## src/rtl/reg_monitor_uart_tx.sv

```systemverilog
// Register-monitor stream sampler: captures registers 0..31 in order, one per
// 6-byte 8N1 UART frame (sync, addr, data MSB..LSB), sent on a single tx line.
module reg_monitor_uart_tx #(
  parameter int unsigned CLKS_PER_BIT = 434,
  parameter logic [7:0]  SYNC_BYTE    = 8'hA5
) (
  input  logic        clk,
  input  logic        rst_n,
  input  logic [31:0] reg_data,
  input  logic [4:0]  reg_addr,
  input  logic        reg_valid,
  output logic        tx,
  output logic        busy,
  output logic        frame_done
);

  localparam int unsigned CNT_W = $clog2(CLKS_PER_BIT);
  localparam logic [CNT_W-1:0] BAUD_LAST = CNT_W'(CLKS_PER_BIT - 1);
  localparam logic [2:0] LAST_BYTE = 3'd5;
  localparam logic [2:0] LAST_BIT  = 3'd7;

  localparam logic [1:0] S_IDLE  = 2'd0;
  localparam logic [1:0] S_START = 2'd1;
  localparam logic [1:0] S_DATA  = 2'd2;
  localparam logic [1:0] S_STOP  = 2'd3;

  logic [1:0]       state, state_n;
  logic [CNT_W-1:0] baud_cnt, baud_cnt_n;
  logic [2:0]       bit_cnt, bit_cnt_n;
  logic [2:0]       byte_idx, byte_idx_n;
  logic [7:0]       shift, shift_n;
  logic [4:0]       addr_q, addr_q_n;
  logic [31:0]      data_q, data_q_n;
  logic [4:0]       next_idx, next_idx_n;
  logic             tx_n, busy_n, frame_done_n;
  logic             bit_end;
  logic [2:0]       byte_inc;

  // Byte k of the frame built from the latched sample.
  function automatic logic [7:0] frame_byte(input logic [2:0]  idx,
                                            input logic [4:0]  a,
                                            input logic [31:0] d);
    logic [7:0] b;
    case (idx)
      3'd0:    b = SYNC_BYTE;
      3'd1:    b = {3'b000, a};
      3'd2:    b = d[31:24];
      3'd3:    b = d[23:16];
      3'd4:    b = d[15:8];
      default: b = d[7:0];
    endcase
    return b;
  endfunction

  assign bit_end  = (baud_cnt == BAUD_LAST);
  assign byte_inc = byte_idx + 3'd1;

  // Next-state and next-output logic; tx is derived from the next state so the
  // registered line changes exactly on bit boundaries.
  always_comb begin
    state_n      = state;
    baud_cnt_n   = baud_cnt;
    bit_cnt_n    = bit_cnt;
    byte_idx_n   = byte_idx;
    shift_n      = shift;
    addr_q_n     = addr_q;
    data_q_n     = data_q;
    next_idx_n   = next_idx;
    frame_done_n = 1'b0;
    tx_n         = 1'b1;
    busy_n       = 1'b0;

    if (state != S_IDLE) begin
      baud_cnt_n = bit_end ? '0 : baud_cnt + CNT_W'(1);
    end

    case (state)
      S_IDLE: begin
        if (reg_valid && (reg_addr == next_idx)) begin
          addr_q_n   = reg_addr;
          data_q_n   = reg_data;
          next_idx_n = next_idx + 5'd1;
          byte_idx_n = 3'd0;
          bit_cnt_n  = 3'd0;
          shift_n    = SYNC_BYTE;
          state_n    = S_START;
        end
      end
      S_START: begin
        if (bit_end) begin
          bit_cnt_n = 3'd0;
          state_n   = S_DATA;
        end
      end
      S_DATA: begin
        if (bit_end) begin
          shift_n = {1'b0, shift[7:1]};
          if (bit_cnt == LAST_BIT) begin
            state_n = S_STOP;
          end else begin
            bit_cnt_n = bit_cnt + 3'd1;
          end
        end
      end
      S_STOP: begin
        if (bit_end) begin
          if (byte_idx == LAST_BYTE) begin
            state_n      = S_IDLE;
            frame_done_n = 1'b1;
          end else begin
            byte_idx_n = byte_inc;
            shift_n    = frame_byte(byte_inc, addr_q, data_q);
            state_n    = S_START;
          end
        end
      end
      default: state_n = S_IDLE;
    endcase

    case (state_n)
      S_START: tx_n = 1'b0;
      S_DATA:  tx_n = shift_n[0];
      default: tx_n = 1'b1;
    endcase
    busy_n = (state_n != S_IDLE);
  end

  always_ff @(posedge clk or negedge rst_n) begin
    if (!rst_n) begin
      state      <= S_IDLE;
      baud_cnt   <= '0;
      bit_cnt    <= 3'd0;
      byte_idx   <= 3'd0;
      shift      <= 8'd0;
      addr_q     <= 5'd0;
      data_q     <= 32'd0;
      next_idx   <= 5'd0;
      tx         <= 1'b1;
      busy       <= 1'b0;
      frame_done <= 1'b0;
    end else begin
      state      <= state_n;
      baud_cnt   <= baud_cnt_n;
      bit_cnt    <= bit_cnt_n;
      byte_idx   <= byte_idx_n;
      shift      <= shift_n;
      addr_q     <= addr_q_n;
      data_q     <= data_q_n;
      next_idx   <= next_idx_n;
      tx         <= tx_n;
      busy       <= busy_n;
      frame_done <= frame_done_n;
    end
  end

endmodule
```

## config.mk

```make
export PLATFORM = sky130hd
export DESIGN_NAME = reg_monitor_uart_tx
export DESIGN_NICKNAME = d
export VERILOG_FILES = /design/src/rtl/reg_monitor_uart_tx.sv
export SDC_FILE = /design/constraint.sdc
export NUM_CORES = 1
export LEC_CHECK = 0
export BUFFER_PORTS_ARGS = -buffer_cell sky130_fd_sc_hd__clkbuf_2
export CORE_UTILIZATION = 55
export CTS_CLUSTER_DIAMETER = 200
export DETAILED_ROUTE_END_ITERATION = 6
export GPL_TIMING_DRIVEN = 0
export PLACE_DENSITY = 0.76
export REMOVE_ABC_BUFFERS = 1
export SYNTH_ARGS = -nofsm -noshare
export SYNTH_HDL_FRONTEND = slang
export SYNTH_SLANG_ARGS = --single-unit
```

## constraint.sdc

```tcl
create_clock -name clk -period 2.4 [get_ports clk]
set_input_delay 0 -clock clk [delete_from_list [all_inputs] [get_ports clk]]
set_output_delay 0 -clock clk [all_outputs]
set_load 0.02 [all_outputs]
```

==> results of run 1 <==
==> registers in the layout (all words and copies together) (netlist names), 2 cells and up <==
register	count
data_q	32
baud_cnt	9
shift	8
addr_q	5
next_idx	5
bit_cnt	3
byte_idx	3
state	2
==> stage by stage <==
stage                     hold slack [ns]  std cells  worst slack, ns  utilization  cell area, um^2
final                              0.1493        450           0.1248       0.7293             4369
after global routing               0.1972        450          0.04671       0.7293             4369
after CTS                          0.1660        446          0.03662       0.7208             4318
after detailed placement        -0.009050        392          0.05376       0.6236             3736
after global placement             0.2068        389          -0.6490       0.6107             3659
after floorplan                   -0.2956        272          -0.1055            -             3354
==> what timing repair did <==
action | 4_1_cts | 5_1_grt
setup buffers | 0 | 4
hold buffers | 38 | 0
gates resized for setup | 0 | 2
setup endpoints to repair | 0 | 16
endpoints found under the hold margin | 74 | 0
==> final timing paths <==
path	endpoint	slack [ns]	cells past startpoint
setup / recovery	shift[5]$_DFFE_PN0P_	0.12	7
hold / removal	next_idx[0]$_DFFE_PN0P_	0.15	2
setup reg to reg	shift[5]$_DFFE_PN0P_	0.12	7
hold reg to reg	shift[5]$_DFFE_PN0P_	0.49	1
max in group asynchronous	tx$_DFF_PN1_	1.63	3
min in group clk	state[0]$_DFF_PN0_	0.24	4
==> power groups by stage <==
stage	clock network, uW	registers (uW)	logic (uW)
after floorplan	0	1840	639
after global placement	0	1880	826
after detailed placement	0	1900	882
after CTS	975	1890	936
after global routing	1030	1950	1040
final	967	1890	938
==> cells by family after synthesis <==
kind of cell / share of synthesized area
multiplexers: 0.1299
buffers and inverters: 0.03945
AND/OR/NAND/NOR: 0.1108
AO/OA/AOI/OAI: 0.1343
XOR/XNOR: 0.04235
flip-flops: 0.5071
adder cells (fa/ha/maj): 0.03619
==> final cells by class <==
type / count / area [um^2]
Clock buffer: 13 / 158.9
Clock inverter: 3 / 42.54
Fill cell: 387 / 1622
Inverter: 9 / 33.78
Multi-Input combinational cell: 193 / 1577
Sequential cell: 70 / 1753
Tap cell: 75 / 93.84
Timing Repair Buffer: 87 / 710.7
==> cells in the mapped netlist (all sizes together) <==
master / n
a2111oi: 1
a211o: 4
a21o: 3
a21oi: 8
a221oi: 3
a222oi: 5
a22o: 6
a2bb2oi: 2
a311o: 3
a31o: 2
a32oi: 4
a41oi: 1
and2: 2
and3: 3
and4: 1
buf: 9
clkbuf: 6
dfrtp: 69
dfstp: 1
ha: 10
inv: 9
mux2: 39
mux2i: 1
nand2: 16
nand2b: 5
nand3: 7
nand3b: 1
nand4: 7
nor2: 16
nor2b: 1
nor3: 6
nor3b: 1
nor4: 1
nor4b: 1
o211ai: 1
o21ai: 7
o21bai: 1
o221a: 1
o221ai: 1
o2bb2ai: 4
o31ai: 1
or2: 1
or3: 1
xnor2: 11
xor2: 4
==> per-layer routing <==
layer / vias to the layer above / GRT usage
met1: 1303 / 0.3373
met4: 0 / 0.1464
met2: 68 / 0.4350
met3: 22 / 0.05393
li1: 1227 / -
met5: - / 0
==> impl_summary.txt, run 1 <==
----------------------------------------------------
[Pwr]
  Part of the total power dissipated in combinational logic ... 0.247
  Net Switching ... around 1200 uW
  Relative contribution of the clock network to total power ... 0.254
  Sw Ratio ... 0.3030
  Power, Total ... 3799 uW
  Max VDD drop ... approximately 630 uV
  Leakage component of the power ... 0.002049 uW
  Design internal power ... around 2600 uW
  Part of the power in registers ... 0.499
  Power per cell area ... 869.4 mW/mm^2

[Worst setup path]
  Setup crit start ... byte_idx[1]$_DFFE_PN0P_
  Critical R2R Launch ... byte_idx[1]$_DFFE_PN0P_
  Largest delay contributor family on the critical path ... compound AO/OA/AOI/OAI gates
  Delay of the slowest cell on the worst path ... 0.46 ns
  Highest-delay cell along the critical path ... sky130_fd_sc_hd__ha_1
  CP Capture Type ... register
  Maximum fanout encountered on the critical timing path ... 11
  List of cells traversed by the critical path ... inv_1, ha_1, or3_4, nand2_1, a221oi_1, nor3_1, a211o_1
  Buf/Inv on CP ... 1
  Kind of launch point of the worst setup path ... register
  Signal arrival time at the worst endpoint ... 2.52 ns
  Data required time at the worst endpoint ... roughly 2.6 ns
  WS Path Type ... reg -> reg

[Synth]
  Most area-hungry cell type in the Yosys netlist ... sky130_fd_sc_hd__dfrtp_1
  Area fraction of the dominant cell type after synthesis ... 0.4995
  Syn_area_per_cell ... 12.05 um^2
  Share of the yosys chip area belonging to registers ... 0.5071
  Cell area after synthesis ... 0.003457 mm^2
  Number of warnings printed during yosys synthesis ... 0
  Count of mapped cells out of synthesis ... roughly 290
  Post-synthesis sequential element count ... 70
  Top area cells in the synthesized netlist ... sky130_fd_sc_hd__dfrtp_1 (50%), sky130_fd_sc_hd__mux2_2 (13%), sky130_fd_sc_hd__ha_1 (3.6%), sky130_fd_sc_hd__xnor2_1 (2.5%), sky130_fd_sc_hd__nor2_1 (1.7%)
  Number of distinct library cells after synthesis ... 54

[Global routing]
  First-pass GRT wire length ... around 13000 um
  Maximum number of pins on one net before global-route repair ... 42
  Antenna violations before repair ... 0
  Global-route usage over all layers ... 0.2689
  Via count of the first global-routing pass ... 2718
  Global route overflow ... 0

[Timing]
  Final setup skew ... between 0.003 and 0.004 ns
  Final count of pins violating max slew ... 0
  Max Fclk ... 439.5 MHz
  Slew at the pin with the worst max-slew slack ... around 0.68 ns
  Setup repair after global routing missed its margin ... no
  Total Negative Setup Slacks ... 0 ns
  Number of endpoints failing setup at the final stage ... 0
  Fin crit period ... 2.275 ns
  Final hold violation count ... 0
  Worst slew margin ... 0.5458
  Share of the clock period used by the worst path ... 0.9480

[Floorplan]
  Die outline area ... 0.006606 mm^2
  Vertical extent of the die ... 81.28 um
  Site Rows ... 28
  Core ar. ... about 0.006 mm^2
  Width of the chip ... just over 80 um
  Io pins ... 43
  Initial standard-cell utilization of the core ... 0.5771

[Clock tree]
  Clock Sinks ... 70
  Clock latency on the worst-skew pair ... about 0.35 ns
  Cell at the root of the clock tree ... sky130_fd_sc_hd__clkbuf_8
  Clock tree from TritonCTS ... built
  CTS H-Tree Depth ... 3
  Clock transition at the registers of the reported paths ... approximately 0.070 ns
  Total clock buffers created by CTS ... 9
  Max clock buf depth ... 2

[Detailed routing]
  Iteration count of the initial detailed-routing pass ... 4
  Post-detailed-route via-to-cell ratio ... 5.822
  Met1 Routed Length ... 3285 um
  Vias post-DR ... 2620
  Uppermost metal layer occupied by signal nets ... met4
  Routed WL per cell ... 16.96 um
  Detailed-routed wire length on met2 ... 3842 um
  Wire length reported by the detailed router ... 7632 um
  Routed wl met3 ... around 280 um
  Number of violations reported at the end of detailed-routing iteration 0 ... 154
  Number of nets still failing antenna checks after routing ... 0
  Residual DRC ... 0

[Finish]
  Post-synthesis to final-layout area growth ... 26.38%
  Top library cells by usage in the layout, fill and taps aside ... sky130_fd_sc_hd__dfrtp_1 (69), sky130_fd_sc_hd__clkbuf_2 (41), sky130_fd_sc_hd__mux2_2 (39)
  Fraction of final layout cells sized beyond drive strength 1 ... 0.3067
  Final Net Count ... 420
  Diode insertion count for antenna repair ... 0
  Leading cell type in the layout, fill and taps excluded ... sky130_fd_sc_hd__dfrtp_1

[Min path]
  Hold Path Class ... in -> async

[Place]
  Placer congestion estimate ... 0.7766
  Post-DP HPWL ... 4816 um
  Quantity of I/O buffers inserted on ports ... 42

[Outcome]
  Result of the run ... complete, no violations

[Run]
  Max cap viols ... 0

----------------------------------------------------
No activity file was read; power rests on OpenSTA's default activity.
==> inputs of run 2 (changes only) <==
- CELL_PAD_IN_SITES_DETAIL_PLACEMENT: not set -> 1
- CELL_PAD_IN_SITES_GLOBAL_PLACEMENT: not set -> 1
- CORE_UTILIZATION: 55 -> 46
- PLACE_DENSITY: 0.76 -> not set
- PLACE_DENSITY_LB_ADDON: not set -> 0.1
==> run 2 against run 1 <==
Effect of this change:
- design area is 0.77% lower
- sequential power is essentially flat
- non-clock buffer count down 1
- register-to-register slack hardly changed
- total power is 2.9% lower
- die area grew 19%
- fmax about the same
- utilization shrank 13 points
- hold slack worse by 0.12 ns
- largest cell class unchanged
==> impl_summary.txt, run 2 (same netlist as run 1, synthesis figures left out) <==
----------------------------------------------------
[Outcome]
  Result of the run ... complete, no violations

[Run]
  Max cap viols ... 0 (unchanged)

[Worst setup path]
  Data required time at the worst endpoint ... 2.63 ns (about the same)
  Maximum fanout encountered on the critical timing path ... 7 (-4)
  Worst reg2reg path depth ... 6 (-1)
  Highest-delay cell along the critical path ... sky130_fd_sc_hd__dfrtp_1
  Delay of the slowest cell on the worst path ... 0.44 ns (-0.02 ns)
  Setup crit start ... byte_idx[0]$_DFFE_PN0P_
  Critical R2R Launch ... byte_idx[0]$_DFFE_PN0P_
  List of cells traversed by the critical path ... ha_1, xnor2_2, nand2_1, a221oi_1, nor3_1, a211o_1
  CP Capture Type ... register
  Kind of launch point of the worst setup path ... register
  Signal arrival time at the worst endpoint ... 2.51 ns (about the same)
  WS Path Type ... reg -> reg

[Clock tree]
  Total clock buffers created by CTS ... 9 (unchanged)
  Clock tree from TritonCTS ... built
  Clock Sinks ... 70 (unchanged)
  Max clock buf depth ... 2 (unchanged)
  Clock latency on the worst-skew pair ... 0.35 ns (about the same)
  CTS H-Tree Depth ... 3 (unchanged)
  Cell at the root of the clock tree ... sky130_fd_sc_hd__clkbuf_8
  Clock transition at the registers of the reported paths ... 0.07 ns (about the same)

[Pwr]
  Net Switching ... 1176 uW (+2.2%)
  Power per cell area ... 850.4 mW/mm^2 (-2.2%)
  Leakage component of the power ... 0.002024 uW (-1.2%)
  Sw Ratio ... 0.3190 (+0.01606)
  Max VDD drop ... 443.8 uV (-29%)
  Design internal power ... 2511 uW (-5.2%)
  Relative contribution of the clock network to total power ... 0.228 (-0.026)
  Part of the total power dissipated in combinational logic ... 0.256 (+0.009)
  Part of the power in registers ... 0.516 (+0.017)
  Power, Total ... 3687 uW (-2.9%)

[Floorplan]
  Initial standard-cell utilization of the core ... 0.4766 (-0.1004)
  Site Rows ... 31 (+11%)
  Vertical extent of the die ... 88.69 um (+9.1%)
  Io pins ... 43 (unchanged)
  Core ar. ... 0.007253 mm^2 (+21%)
  Width of the chip ... 88.69 um (+9.1%)
  Die outline area ... 0.007866 mm^2 (+19%)

[Finish]
  Util after Layout ... 0.5977 (-0.1316)
  Flip-flop count of the largest register after layout ... 32 (unchanged)
  Diode insertion count for antenna repair ... 0 (unchanged)
  Leading cell type in the layout, fill and taps excluded ... sky130_fd_sc_hd__dfrtp_1
  Biggest register ... data_q
  # fillers ... 780 (+100%)
  Post-synthesis to final-layout area growth ... 25.41%
  Registers with the most flip-flops ... data_q: 32 flops, baud_cnt: 9 flops, shift: 8 flops
  Fraction of final layout cells sized beyond drive strength 1 ... 0.2995 (-0.007201)
  Top library cells by usage in the layout, fill and taps aside ... sky130_fd_sc_hd__dfrtp_1 (69), sky130_fd_sc_hd__clkbuf_2 (41), sky130_fd_sc_hd__mux2_2 (39)
  Final Net Count ... 419 (-0.24%)
  Cell area after layout ... 0.004335 mm^2 (-0.77%)

[Timing]
  Worst slew margin ... 0.5157 (-0.03011)
  Max Fclk ... 439.7 MHz (about the same)
  Final setup skew ... 0.01307 ns (+0.009877 ns)
  Slew at the pin with the worst max-slew slack ... 0.7250 ns (+0.04507 ns)
  Fin crit period ... 2.274 ns (-0.0008500 ns)
  Final hold violation count ... 0 (unchanged)
  Final count of pins violating max slew ... 0 (unchanged)
  Worst hold slack across all endpoints ... 0.02854 ns (-0.1207 ns)
  Number of endpoints failing setup at the final stage ... 0 (unchanged)
  Share of the clock period used by the worst path ... 0.9476 (about the same)

[Global routing]
  Global-route usage over all layers ... 0.2383 (-0.03058)
  Via count of the first global-routing pass ... 2725 (+0.26%)
  Maximum number of pins on one net before global-route repair ... 65 (+55%)
  First-pass GRT wire length ... 13880 um (+6.3%)
  Global route overflow ... 0 (unchanged)
  Antenna violations before repair ... 0 (unchanged)

[Place]
  Post-DP HPWL ... 5368 um (+11%)
  Quantity of I/O buffers inserted on ports ... 42 (unchanged)
  Placer congestion estimate ... 0.7427 (-4.4%)
  Placed cell areas ... 0.003761 mm^2 (+0.67%)

[Detailed routing]
  Wire length reported by the detailed router ... 8356 um (+9.5%)
  Iteration count of the initial detailed-routing pass ... 4 (unchanged)
  Number of nets still failing antenna checks after routing ... 0 (unchanged)
  Number of violations reported at the end of detailed-routing iteration 0 ... 134 (-13%)
  Residual DRC ... 0 (unchanged)
  Routed WL per cell ... 17.67 um (+4.2%)
  Post-detailed-route via-to-cell ratio ... 5.480 (-5.9%)
  Vias post-DR ... 2592 (-1.1%)

[Min path]
  Hold Path Class ... in -> async

----------------------------------------------------
## run 2: area by class of cell
type,instances,area [um^2],share of cell area
Clock buffer,14,152.6,0.03521
Timing Repair Buffer,86,685.7,0.1582
Clock inverter,2,10.01,0.002309
Tap cell,99,123.9,0.02857
Inverter,9,33.78,0.007792
Sequential cell,70,1753,0.4043
Multi-Input combinational cell,193,1577,0.3636
## run 2: power by group through the flow
stage	registers [uW]	clock network, uW	logic (uW)
2_1_floorplan	1840	0	639
3_3_place_gp	1890	0	842
3_5_place_dp	1920	0	893
4_1_cts	1890	864	946
5_1_grt	1960	910	1050
6_report	1900	840	945
## run 2: timing repair
action                                  in CTS  in global routing
gates resized for setup                      0                  2
endpoints found under the setup margin      14                 18
endpoints found under the hold margin      108                  0
setup buffers                                0                  3
hold buffers                                38                  0
pin swaps                                    1                  1
## run 2: layer usage
metal | GRT usage | wire (um) | vias to the layer above
li1 | - | - | 1214
met3 | 0.05037 | 286 | 8
met4 | 0.06452 | 97 | 0
met2 | 0.4000 | 4361 | 44
met5 | 0 | 0 | -
met1 | 0.3135 | 3611 | 1326
## run 2: path summary, 6_finish.rpt
kind | slack, ns | to
worst max-delay path | 0.13 | shift[5]$_DFFE_PN0P_
worst min-delay path | 0.03 | baud_cnt[3]$_DFFE_PN0N_
worst max register to register | 0.13 | shift[5]$_DFFE_PN0P_
worst min register to register | 0.49 | shift[5]$_DFFE_PN0P_
max in group asynchronous | 1.81 | tx$_DFF_PN1_
min in group clk | 0.19 | data_q[17]$_DFFE_PN0P_
## run 2: through the flow
stage | setup WS [ns] | setup TNS [ns] | instances
2_1_floorplan | -0.1055 | -4.062 | 272
3_3_place_gp | -0.7241 | -31.46 | 413
3_5_place_dp | -0.03707 | -0.3669 | 416
4_1_cts | 0.004700 | 0 | 470
5_1_grt | -0.02459 | -0.02459 | 473
6_report | 0.1256 | 0 | 473
## run 2: critical path: cells and delay by family, from the launching register on
family                     cells  cell delay [ns]
xor gates and xnor gates       1             0.42
AOI/OAI and AO/OA              2             0.69
DFF                            1             0.44
adders and majority gates      1             0.32
and+or+nand+nor                2             0.29
==> inputs of run 3 (changes only) <==
- PLACE_DENSITY_LB_ADDON: 0.1 -> 0.15
==> run 3 against run 2 <==
Effect of this change:
- register-to-register slack worse by 0.02 ns
- largest cell class unchanged
- die area unchanged
- combinational power fell by 0.6%
- utilization rose by 0.52 points
- first-iteration DRC count fell by 19%
- design area grew 0.87%
- setup slack worse by 0.016 ns
- sequential share of layout area down 0.35 points
- final cell count shrank 0.63%
- total power up 4.6%
- critical path type unchanged
- clock power increased by 19%
- fmax is 0.69% lower
==> impl_summary.txt, run 3 (same netlist as run 1, synthesis figures left out) <==
----------------------------------------------------
[Outcome]
  Result of the run ... complete, no violations

[Clock tree]
  Max clock buf depth ... 2 (unchanged)
  Setup Buffers After CTS ... 0 (unchanged)
  Clock tree from TritonCTS ... built
  Total clock buffers created by CTS ... 9 (unchanged)
  Clock latency on the worst-skew pair ... 0.35 ns (about the same)
  Clock transition at the registers of the reported paths ... 0.08 ns (about the same)
  Clock Sinks ... 70 (unchanged)
  Cell at the root of the clock tree ... sky130_fd_sc_hd__clkbuf_8
  CTS H-Tree Depth ... 3 (unchanged)

[Pwr]
  Leakage component of the power ... 0.002033 uW (+0.44%)
  Power per cell area ... 881.7 mW/mm^2 (+3.7%)
  Part of the power in registers ... 0.497 (-0.019)
  Part of the total power dissipated in combinational logic ... 0.244 (-0.012)
  Net Switching ... 1210 uW (+2.8%)
  Relative contribution of the clock network to total power ... 0.259 (+0.031)
  Sw Ratio ... 0.3137 (-0.005306)
  Max VDD drop ... 520.9 uV (+17%)
  Design internal power ... 2646 uW (+5.4%)

[Worst setup path]
  Data required time at the worst endpoint ... 2.63 ns (about the same)
  Maximum fanout encountered on the critical timing path ... 7 (unchanged)
  Signal arrival time at the worst endpoint ... 2.52 ns (about the same)
  WS Path Type ... reg -> reg
  CP Capture Type ... register
  Kind of launch point of the worst setup path ... register

[Place]
  Quantity of I/O buffers inserted on ports ... 42 (unchanged)
  Placed Cells incl. Taps ... 416 (unchanged)
  Placer congestion estimate ... 0.7219 (-2.8%)
  Post-DP HPWL ... 5319 um (-0.91%)

[Finish]
  Biggest register ... data_q
  Fraction of final layout cells sized beyond drive strength 1 ... 0.3100 (+0.01051)
  Registers with the most flip-flops ... data_q: 32 flops, baud_cnt: 9 flops, shift: 8 flops
  Util after Layout ... 0.6029 (+0.005175)
  Post-synthesis to final-layout area growth ... 26.49%
  Leading cell type in the layout, fill and taps excluded ... sky130_fd_sc_hd__dfrtp_1
  Flip-flop count of the largest register after layout ... 32 (unchanged)
  Final Net Count ... 416 (-0.72%)
  Top library cells by usage in the layout, fill and taps aside ... sky130_fd_sc_hd__dfrtp_1 (69), sky130_fd_sc_hd__clkbuf_2 (41), sky130_fd_sc_hd__mux2_2 (39)
  Diode insertion count for antenna repair ... 0 (unchanged)
  Count of placed standard cells in the final layout, fillers left out ... 470 (-0.63%)

[Timing]
  Final hold violation count ... 0 (unchanged)
  Worst slew margin ... 0.5497 (+0.03400)
  Total Negative Setup Slacks ... 0 ns (unchanged)
  Final setup skew ... 0.008066 ns (-0.005003 ns)
  Fin crit period ... 2.290 ns (+0.01573 ns)
  Share of the clock period used by the worst path ... 0.9542 (+0.006556)
  Final count of pins violating max slew ... 0 (unchanged)
  Setup repair after global routing missed its margin ... no
  Slew at the pin with the worst max-slew slack ... 0.6741 ns (-0.05090 ns)
  Number of endpoints failing setup at the final stage ... 0 (unchanged)
  Max Fclk ... 436.7 MHz (-0.69%)

[Global routing]
  Global route overflow ... 0 (unchanged)
  Via count of the first global-routing pass ... 2794 (+2.5%)
  Maximum number of pins on one net before global-route repair ... 41 (-37%)
  Global-route usage over all layers ... 0.2507 (+0.01238)
  First-pass GRT wire length ... 14430 um (+4.0%)
  Antenna violations before repair ... 0 (unchanged)

[Floorplan]
  Core ar. ... 0.007253 mm^2 (unchanged)
  Die outline area ... 0.007866 mm^2 (unchanged)
  Site Rows ... 31 (unchanged)
  Io pins ... 43 (unchanged)
  Width of the chip ... 88.69 um (unchanged)
  Vertical extent of the die ... 88.69 um (unchanged)
  Initial standard-cell utilization of the core ... 0.4766 (unchanged)

[Detailed routing]
  Iteration count of the initial detailed-routing pass ... 5 (+1)
  Vias post-DR ... 2659 (+2.6%)
  Wire length reported by the detailed router ... 8749 um (+4.7%)
  Residual DRC ... 0 (unchanged)
  Post-detailed-route via-to-cell ratio ... 5.657 (+3.2%)
  Number of nets still failing antenna checks after routing ... 0 (unchanged)
  Routed WL per cell ... 18.61 um (+5.4%)
  Number of violations reported at the end of detailed-routing iteration 0 ... 108 (-19%)

[Min path]
  Hold Path Class ... in -> async

[Run]
  Max cap viols ... 0 (unchanged)

----------------------------------------------------
[run 3: cell count changes in the layout (fill, tap and decap cells not counted), sizes merged]
cell	before	now
buf	6	3
clkbuf	56	53
clkinv	2	4
bufinv	0	1
[run 3: cell type report]
| class | count | area, um^2 |
|---|---|---|
| multi-input cells | 193 | 1585 |
| clock inverters | 5 | 57.56 |
| repair buffers | 83 | 668.1 |
| well taps | 99 | 123.9 |
| fillers | 763 | 2880 |
| clock buffers | 11 | 151.4 |
| flip-flops and latches | 70 | 1753 |
| inverters | 9 | 33.78 |
[run 3: path summary, 6_finish.rpt]
check / startpoint / end / slack, ns / depth (start not counted)
worst min register to register: shift[3]$_DFFE_PN0P_ / shift[3]$_DFFE_PN0P_ / 0.49 / 1
worst max register to register: byte_idx[0]$_DFFE_PN0P_ / shift[7]$_DFFE_PN0P_ / 0.11 / 6
min in group clk: reg_valid / state[0]$_DFF_PN0_ / 0.22 / 4
max in group asynchronous: rst_n / byte_idx[1]$_DFFE_PN0P_ / 1.67 / 3
worst max-delay path: byte_idx[0]$_DFFE_PN0P_ / shift[7]$_DFFE_PN0P_ / 0.11 / 6
worst min-delay path: rst_n / baud_cnt[6]$_DFFE_PN0N_ / 0.16 / 2
[run 3: what timing repair did]
item / in CTS / in global routing
resized for setup: 0 / 4
endpoints found under the hold margin: 69 / 0
hold buffers: 38 / 0
setup endpoints to repair: 0 / 17
[run 3: stage by stage]
step	worst slack [ns]	instance area (um^2)	total power [uW]	hold WS [ns]
after floorplan	-0.1055	3354	2477	-0.2956
after global placement	-0.7382	3689	2731	0.2080
after detailed placement	0.09304	3766	2803	0.002806
after CTS	0.06792	4355	3859	0.1782
after global routing	0.01131	4373	4099	0.2009
final	0.1099	4373	3855	0.1604
[run 3: per-layer routing]
layer	vias up	track usage	wire length [um]
met5	-	0	0
met4	0	0.07625	137
met3	13	0.06343	276
met2	57	0.4413	4626
met1	1371	0.3018	3709
li1	1218	-	-
[run 3: critical path, stage by stage, from the launching register on]
cell                       delay (ns)
sky130_fd_sc_hd__dfrtp_1         0.46
sky130_fd_sc_hd__ha_1            0.35
sky130_fd_sc_hd__xnor2_4         0.31
sky130_fd_sc_hd__nand2_1         0.18
sky130_fd_sc_hd__a221oi_1        0.49
sky130_fd_sc_hd__nor3_1          0.11
sky130_fd_sc_hd__a211o_1         0.28
[run 3: power by group through the flow]
stage / Clock, uW / Combinational (uW) / Sequential (uW)
6_report: 1000 / 939 / 1920
2_1_floorplan: 0 / 639 / 1840
3_5_place_dp: 0 / 886 / 1920
3_3_place_gp: 0 / 838 / 1890
5_1_grt: 1080 / 1050 / 1970
4_1_cts: 1020 / 938 / 1900
